[src/rtl/hazard_scoreboard_unit.sv]
// ID-stage hazard unit: load-use check plus slot scoreboard for multi-cycle ops.
// Drives stall/bubble and a saturating stall-cycle counter.
module hazard_scoreboard_unit #(
  parameter int REG_AW    = 5,
  parameter int NUM_SLOTS = 4,
  parameter int LAT_W     = 5,
  parameter int PERF_W    = 32
) (
  input  logic                 clk,
  input  logic                 rst,
  input  logic                 id_valid,
  input  logic [REG_AW-1:0]    id_rs1,
  input  logic [REG_AW-1:0]    id_rs2,
  input  logic [REG_AW-1:0]    id_rs3,
  input  logic                 id_rs1_en,
  input  logic                 id_rs2_en,
  input  logic                 id_rs3_en,
  input  logic                 id_rs1_fp,
  input  logic                 id_rs2_fp,
  input  logic                 id_rs3_fp,
  input  logic [REG_AW-1:0]    id_rd,
  input  logic                 id_rd_fp,
  input  logic                 id_long_op,
  input  logic [LAT_W-1:0]     id_lat,
  input  logic                 ex_mem_read,
  input  logic [REG_AW-1:0]    ex_rd,
  input  logic                 ex_rd_fp,
  input  logic                 flush,
  output logic                 stall,
  output logic [1:0]           stall_cause,
  output logic [NUM_SLOTS-1:0] sb_busy,
  output logic [PERF_W-1:0]    stall_cycles
);

  logic [NUM_SLOTS-1:0] valid;
  logic [NUM_SLOTS-1:0] fp_q;
  logic [REG_AW-1:0]    rd_q  [NUM_SLOTS];
  logic [LAT_W-1:0]     cnt_q [NUM_SLOTS];

  logic                 load_use;
  logic                 raw;
  logic                 waw;
  logic                 full;
  logic                 issue;
  logic [NUM_SLOTS-1:0] alloc_oh;
  logic [LAT_W-1:0]     lat_eff;

  function automatic logic hit(
    input logic [REG_AW-1:0] a,
    input logic              af,
    input logic              en,
    input logic [REG_AW-1:0] b,
    input logic              bf
  );
    return en && (a == b) && (af == bf) && (af || (a != '0));
  endfunction

  function automatic logic src_hit(
    input logic [REG_AW-1:0] b,
    input logic              bf,
    input logic [REG_AW-1:0] r1,
    input logic              f1,
    input logic              e1,
    input logic [REG_AW-1:0] r2,
    input logic              f2,
    input logic              e2,
    input logic [REG_AW-1:0] r3,
    input logic              f3,
    input logic              e3
  );
    return hit(r1, f1, e1, b, bf) ||
           hit(r2, f2, e2, b, bf) ||
           hit(r3, f3, e3, b, bf);
  endfunction

  always_comb begin
    load_use = id_valid && ex_mem_read &&
               src_hit(ex_rd, ex_rd_fp,
                       id_rs1, id_rs1_fp, id_rs1_en,
                       id_rs2, id_rs2_fp, id_rs2_en,
                       id_rs3, id_rs3_fp, id_rs3_en);
    raw = 1'b0;
    waw = 1'b0;
    for (int i = 0; i < NUM_SLOTS; i++) begin
      // cnt==1 writes back this cycle; RF write-through covers the read
      if (valid[i] && cnt_q[i] != LAT_W'(1) &&
          src_hit(rd_q[i], fp_q[i],
                  id_rs1, id_rs1_fp, id_rs1_en,
                  id_rs2, id_rs2_fp, id_rs2_en,
                  id_rs3, id_rs3_fp, id_rs3_en))
        raw = 1'b1;
      if (valid[i] && rd_q[i] == id_rd && fp_q[i] == id_rd_fp &&
          (id_rd_fp || id_rd != '0))
        waw = 1'b1;
    end
    raw  = raw && id_valid;
    waw  = waw && id_valid && id_long_op;
    full = id_valid && id_long_op && (&valid);
  end

  always_comb begin
    stall       = 1'b0;
    stall_cause = 2'd0;
    if (!flush) begin
      if (load_use) begin
        stall       = 1'b1;
        stall_cause = 2'd1;
      end else if (raw || waw) begin
        stall       = 1'b1;
        stall_cause = 2'd2;
      end else if (full) begin
        stall       = 1'b1;
        stall_cause = 2'd3;
      end
    end
  end

  assign issue    = id_valid && id_long_op && !stall && !flush;
  assign alloc_oh = ~valid & (valid + NUM_SLOTS'(1));
  assign lat_eff  = (id_lat == '0) ? LAT_W'(1) : id_lat;
  assign sb_busy  = valid;

  always_ff @(posedge clk or posedge rst) begin
    if (rst) begin
      valid        <= '0;
      fp_q         <= '0;
      stall_cycles <= '0;
      for (int i = 0; i < NUM_SLOTS; i++) begin
        rd_q[i]  <= '0;
        cnt_q[i] <= '0;
      end
    end else begin
      for (int i = 0; i < NUM_SLOTS; i++) begin
        if (valid[i]) begin
          if (cnt_q[i] > LAT_W'(1))
            cnt_q[i] <= cnt_q[i] - LAT_W'(1);
          else
            valid[i] <= 1'b0;
        end else if (issue && alloc_oh[i]) begin
          valid[i] <= 1'b1;
          rd_q[i]  <= id_rd;
          fp_q[i]  <= id_rd_fp;
          cnt_q[i] <= lat_eff;
        end
      end
      if (stall && stall_cycles != '1)
        stall_cycles <= stall_cycles + PERF_W'(1);
    end
  end

endmodule

[config.mk]
export PLATFORM = sky130hd
export DESIGN_NAME = hazard_scoreboard_unit
export DESIGN_NICKNAME = d
export VERILOG_FILES = /design/src/rtl/hazard_scoreboard_unit.sv
export SDC_FILE = /design/constraint.sdc
export NUM_CORES = 1
export LEC_CHECK = 0
export ABC_AREA = 1
export BUFFER_PORTS_ARGS = -buffer_cell sky130_fd_sc_hd__buf_2
export CAP_MARGIN = 5
export CORE_UTILIZATION = 35
export CTS_CLUSTER_DIAMETER = 60
export DETAILED_ROUTE_END_ITERATION = 8
export SLEW_MARGIN = 10
export SYNTH_ARGS = -nofsm -noshare
export SYNTH_HDL_FRONTEND = slang
export SYNTH_SLANG_ARGS = --single-unit
[constraint.sdc]
create_clock -name clk -period 6.05 [get_ports clk]
set_input_delay 0.605 -clock clk [delete_from_list [all_inputs] [get_ports clk]]
set_output_delay 0.605 -clock clk [all_outputs]
set_load 0.1 [all_outputs]
Yosys cells after proc, flatten, opt, wreduce, memory -nomap -nowiden
Cells that the tools add are included.

Magnitude comparators: 4. Reduce and logical (&&, ||, !) cells: 114. Equality and inequality tests: 47. Add/subtract/negate cells: 6. Bitwise gates (word level): 6. Mux-type cells: 41.

Operators by type and width (number): equality test 5 bit (19); logical AND 1 bit (79); 2-to-1 mux 5 bit (13); adder 32 x 1 -> 32 bit, second input constant (1); inequality test 32 bit, second input constant (1); 2-to-1 mux 1 bit (24); > comparator 5 x 1 -> 1 bit, second input constant (4); inequality test 5 x 1 -> 1 bit, second input constant (4); nonzero test 5 bit (4); subtractor 5 x 1 -> 5 bit, second input constant (4); equality test 1 bit (19); AND reduction 2 bit (8); logical OR 1 bit (15); 2-to-1 mux 2 bit (4); inequality test 2 x 1 -> 1 bit, second input constant (4); nonzero test 2 bit (4); logical NOT 5 bit (1); adder 4 x 1 -> 4 bit, second input constant (1); bitwise AND 4 bit (1); inverter 1 bit (4); inverter 4 bit (1); AND reduction 4 bit (1); logical NOT 1 bit (2).

Flip-flop bits (word level): 80. Input bits: 44. Word-level logic and storage cells: 232. Output and inout port bits: 39.

Depth between registers and ports, before layout
Depth after elaboration: 22. Depth in mapped cells: 17. Depth with buffers taken out: 15.

Worst setup path after synthesis
OpenSTA, ideal clock, no wires.

Path kind: reg2out. From: reg valid[2] (netlist: sb_busy[2]). To: out stall_cause[1]. Buffers on the path: 1. Cell stages (with the launch flop): 6. Data arrival time: 3.401 ns. Required time: 5.445 ns. Slack: 2.044 ns. Path through: dfrtp_1 > inv_1 > clkbuf_1 > nor4_1 > inv_2 > a21oi_1.

Longest elaborated chain between the ends: 11. Elaborated cells on any way between the ends: 19. Classes of those cells: mux: 8; reduce/logical: 11.

Ends and longest elaborated chain: start: declaration (line 35) `logic [NUM_SLOTS-1:0] valid;`; start signal: assignment (line 125) `valid <= '0;`; start signal: indexed assignment (line 138) `valid[i] <= 1'b0;`; start signal: indexed assignment (line 140) `valid[i] <= 1'b1;`; logical AND 1 bit (3 in a row) (line 92) `if (valid[i] && rd_q[i] == id_rd && fp_q[i] == id_rd_fp &&`; 2-to-1 mux 1 bit (2 in a row) (line 92); logical AND 1 bit (2 in a row) (line 97) `waw = waw && id_valid && id_long_op;`; logical OR 1 bit (line 108) `end else if (raw || waw) begin`; 2-to-1 mux 2 bit (*) (line 108); 2-to-1 mux 2 bit (*) (line 105) `if (load_use) begin`; 2-to-1 mux 2 bit (*) (line 104) `if (!flush) begin`; end: declaration (line 30) `output logic [1:0] stall_cause,`.

Every way passes the cells marked *; elsewhere a longest branch is shown, timed or not.

Worst setup path in the final report
From: reg rd_q[16] (netlist name). To: out stall.

Longest elaborated chain between the ends: 16. Elaborated cells on any way between the ends: 34. Classes of those cells: eq/ne: 4; mux: 11; reduce/logical: 19.

Ends and longest elaborated chain: start: declaration (line 37) `logic [REG_AW-1:0] rd_q [NUM_SLOTS];`; start signal: indexed assignment (line 141) `rd_q[i] <= id_rd;`; equality test 5 bit (line 55) `return en && (a == b) && (af == bf) && (af || (a != '0));`; logical AND 1 bit (3 in a row) (line 55); logical OR 1 bit (line 71) `return hit(r1, f1, e1, b, bf) ||`; logical OR 1 bit (line 72) `hit(r2, f2, e2, b, bf) ||`; logical AND 1 bit (line 86) `if (valid[i] && cnt_q[i] != LAT_W'(1) &&`; 2-to-1 mux 1 bit (4 in a row) (line 86); logical AND 1 bit (line 96) `raw = raw && id_valid;`; logical OR 1 bit (*) (line 108); 2-to-1 mux 1 bit (*) (line 108); 2-to-1 mux 1 bit (*) (line 105); 2-to-1 mux 1 bit (*) (line 104); end: declaration (line 29) `output logic stall,`.

Marks and branches as above.

==> reports/qor_table.md <==
| Quantity | Reported | Unit |
| --- | --- | --- |
| Launch point of the worst hold path | stall_cycles[0] | - |
| Maximum number of pins on one net before global-route repair | 81 | - |
| Clk root buf | clkbuf_16 | - |
| Biggest cell delay along the critical path | 0.46 | ns |
| Path depth of the worst reg2reg path | 12 | - |
| Relative contribution of the clock network to total power | 26.4 | % |
| Post-synth design cell area | 6520 | sq um |
| Number of nets at the end of the flow | 1123 | - |
| Pre-Repair DR Iteration Count | 7 | - |
| Clock tree from TritonCTS | built | - |
| Setup ws final | 2.46 | ns |
| Grt total ovfl | 0 | - |
| Post-Syn Area per Cell | 6.45 | sq um |
| Final total negative setup slack | 0 | ns |
| Initial antenna violation count | 0 | - |
| Number of buffer cells added on primary ports | 82 | - |
| Hold-fix buffers at CTS | 0 | - |
| Combined flip-flop and latch cell area | 2000 | sq um |
| Clock slew at the register clock pins of the worst setup and hold paths | 0.07 | ns |
| Vias after detailed routing | 6757 | - |
| Die Area | 19200 | sq um |
| Half-perimeter wire length after detailed placement | 15.5 | mm |
| Remaining antenna violation count | 0 | - |
| Period Utilization, post-route | 59.3 | % |
| Register-to-Register Setup Slack | 3.23 | ns |
| Latest clock arrival within the worst-skew pair | 0.34 | ns |
| Horizontal extent of the die | 138 | microns |
| Violations in the final reports | design-rule violations | - |
| Share of total power consumed by net switching | 43.7 | % |
| Critical path, cell by cell | inv_1, o21ai_0, nor2_1, nand3_1, nand3_1, nand2_1, nand3_2, o21bai_4, nand3_4, nand2_1, inv_1, buf_2 | - |
| Worst IR drop on VDD | 0.000161 | V |
| Number of nets produced by synthesis | 1064 | - |
| Cell Rows | 49 | - |
| Worst flop-to-flop path endpoint | stall_cycles[14] | - |
| Initial detailed-routing violation count | 464 | - |
| Synth Warn # | 0 | - |
| Area overhead of the layout relative to synthesis | 12.6 | % |
| Die span in y | 138 | microns |
| Setup repair after global routing missed its margin | no | - |
| Post-place setup slack | 2.59 | ns |
| H-tree levels | 3 | - |
| Internal power component | 1.21 | mW |
| Slew at the pin with the worst max-slew slack | 1.02 | ns |
| Min-Delay Path Depth | 2 | - |
| Count of unresolved DRC violations after routing | 18 | - |
| Required arrival time at the worst endpoint | 5.44 | ns |
| Area of the multi-input gates | 3930 | sq um |
| Total setup violations reported at the end of the flow | 0 | - |
| Core Footprint | 18100 | sq um |
| Post-route minimum period | 3.59 | ns |
| RD Place Congestion | 0.911 | - |
| Hold Crit Class | reg2reg | - |
| Io pins | 83 | - |
| Share of the yosys chip area belonging to registers | 30.7 | % |
| Number of resized instances in the post-cts repair step | 0 | - |
| Worst Path Class, Setup | reg2out | - |
| Via count of the first global-routing pass | 6381 | - |
| Detailed Route WL | 20.4 | mm |
| Hold Vio Cnt, Final | 0 | - |
| Leakage power total | 3.79 | nW |
| Post-route worst hold slack | 0.542 | ns |
| Fmax | 279 | MHz |
| Layout cell share with drive strength beyond 1 | 12.7 | % |
| Cts bufs inserted | 9 | - |
| Synth Register Bits | 80 | - |
| N_diodes | 0 | - |
| GR Util All Layers | 21.7 | % |
| CP Capture Type | output port | - |
| Total count of max-transition violations in the final report | 0 | - |
| Post-CTS setup buffers | 0 | - |
| Relative contribution of sequential cells to total power | 37.5 | % |
| Largest driver fanout on the critical path | 34 | - |
| Slowest stage cell, crit path | dfrtp_1 | - |
| Max-slew headroom | 31.9 | % |
| Worst clock skew | 0.00995 | ns |
| CTS sink count | 80 | - |
| Worst hold endpoint | stall_cycles[0] | - |
| Fill cell instance count of the final layout | 1931 | - |
| Endpoint arrival time on the critical path | 2.98 | ns |
| Power density cells | 293 | nW/um^2 |
| Number of instances in the synthesized netlist | 1011 | - |
| Sw Pwr | 939 | uW |
| Largest buffer count on any clock path | 2 | - |
| Count of unique library cells instantiated by Yosys | 34 | - |
| Via-to-Cell Ratio | 5.18 | - |
| Run status | finished, violations left | - |
| Effective utilization at floorplan | 36.0 | % |
| Comb power frac | 36.1 | % |
| Max-cap violations | 0 | - |
| Wire length of the first global-routing pass | 33.3 | mm |
| Start of the worst register-to-register path | rd_q[16] | - |
| Routed len/inst | 15.6 | microns |
| Startpoint type of the worst setup path | register | - |
==> logic make-up after synthesis <==
logic type,synth area share (%)
compound gates,10.6
xor+xnor,7.66
fa+ha+maj,1.73
buf+inv,8.93
flops,30.7
simple gates,40.4
==> layout make-up <==
cell class / count / share of cell area [%]
Multi-Input combinational cell: 794 / 53.6
Clock buffer: 11 / 3.44
Timing Repair Buffer: 85 / 5.90
Tap cell: 229 / 3.90
Clock inverter: 5 / 0.750
Sequential cell: 80 / 27.3
Inverter: 100 / 5.13
==> Yosys cell counts <==
cell type,number,share of area [%]
a31oi_1,4,0.38
a211oi_1,1,0.12
a21oi_1,26,2.0
ha_1,9,1.7
and3_1,4,0.38
o21bai_4,1,0.29
o22ai_1,6,0.58
nand3_4,2,0.54
nor2_4,3,0.52
nor4_1,9,0.86
o31ai_1,2,0.23
clkbuf_1,8,0.46
xnor2_1,19,2.6
o21ai_0,47,3.6
nand3_1,55,4.2
inv_2,21,1.2
nand4_4,4,1.3
clkinv_1,2,0.12
nand2_1,358,21
o41ai_1,1,0.13
dfrtp_1,80,31
inv_1,77,4.4
nor2_1,96,5.5
nand4_1,44,4.2
xor2_1,38,5.1
nand3_2,2,0.31
buf_2,20,1.5
nor3_1,20,1.5
o21ai_1,37,2.8
buf_6,5,0.86
nor2_2,1,0.096
nand3b_1,2,0.23
clkbuf_2,4,0.31
o31a_1,3,0.40
==> worst max-delay path by stage <==
| stage | endpoint | slack (ns) | from | depth (start not counted) |
|---|---|---|---|---|
| floorplan | stall_cause[1] | 2.04 | sb_busy[2] | 5 |
| global placement | stall | 2.60 | id_rs1[4] | 14 |
| detailed placement | stall | 2.59 | id_rs1[4] | 14 |
| CTS | stall | 2.50 | rd_q[16] | 12 |
| global route | stall | 2.27 | rd_q[16] | 12 |
| finish | stall | 2.46 | rd_q[16] | 12 |
==> registers in the layout, indices dropped and copies added, names as in the netlist <==
| name | count |
|---|---|
| cnt_q | 20 |
| fp_q | 4 |
| rd_q | 20 |
| sb_busy | 4 |
| stall_cycles | 32 |
==> layout by cell type, fill, tap and decap left out, types with 4 or more instances in the layout <==
cell,instances
nand2_1,358
nor2_1,96
buf_2,82
dfrtp_1,80
inv_1,76
nand3_1,55
o21ai_0,47
nand4_1,44
xor2_1,38
o21ai_1,37
a21oi_1,26
inv_2,21
nor3_1,20
xnor2_1,19
nor4_1,9
ha_1,9
clkbuf_16,9
o22ai_1,6
and3_1,4
nand4_4,4
a31oi_1,4
==> metrics by stage <==
stage	instances	utilization (%)	area, sq um	total power [mW]
floorplan	1011	-	6520	1.36
global placement	1288	38.9	7030	1.57
detailed placement	1288	38.9	7030	1.58
CTS	1304	40.6	7340	2.16
global route	1304	40.6	7340	2.30
finish	1304	40.6	7340	2.15
==> power by group through the flow <==
stage	Sequential, mW	Combinational, mW	Clock (mW)
final	0.805	0.776	0.567
after global routing	0.822	0.878	0.599
after CTS	0.801	0.776	0.580
after detailed placement	0.808	0.771	0
after global placement	0.809	0.766	0
after floorplan	0.850	0.513	0
==> metal layers <==
layer  part of all wire [%]  GRT usage [%]  vias to the layer above
met1                     49           30.0                     3160
met4                    1.8           6.45                        0
met3                    4.4           2.81                       27
li1                       -              -                     3405
met2                     45           35.1                      165
met5                      0              0                        -
==> worst max-delay path, delay by kind of cell (launching register included) <==
kind            cells  cell delay [ns]
simple gates        7             1.06
compound gates      2             0.58
buf+inv             3             0.52
flops               1             0.46
(Power assumes the default switching activity.)
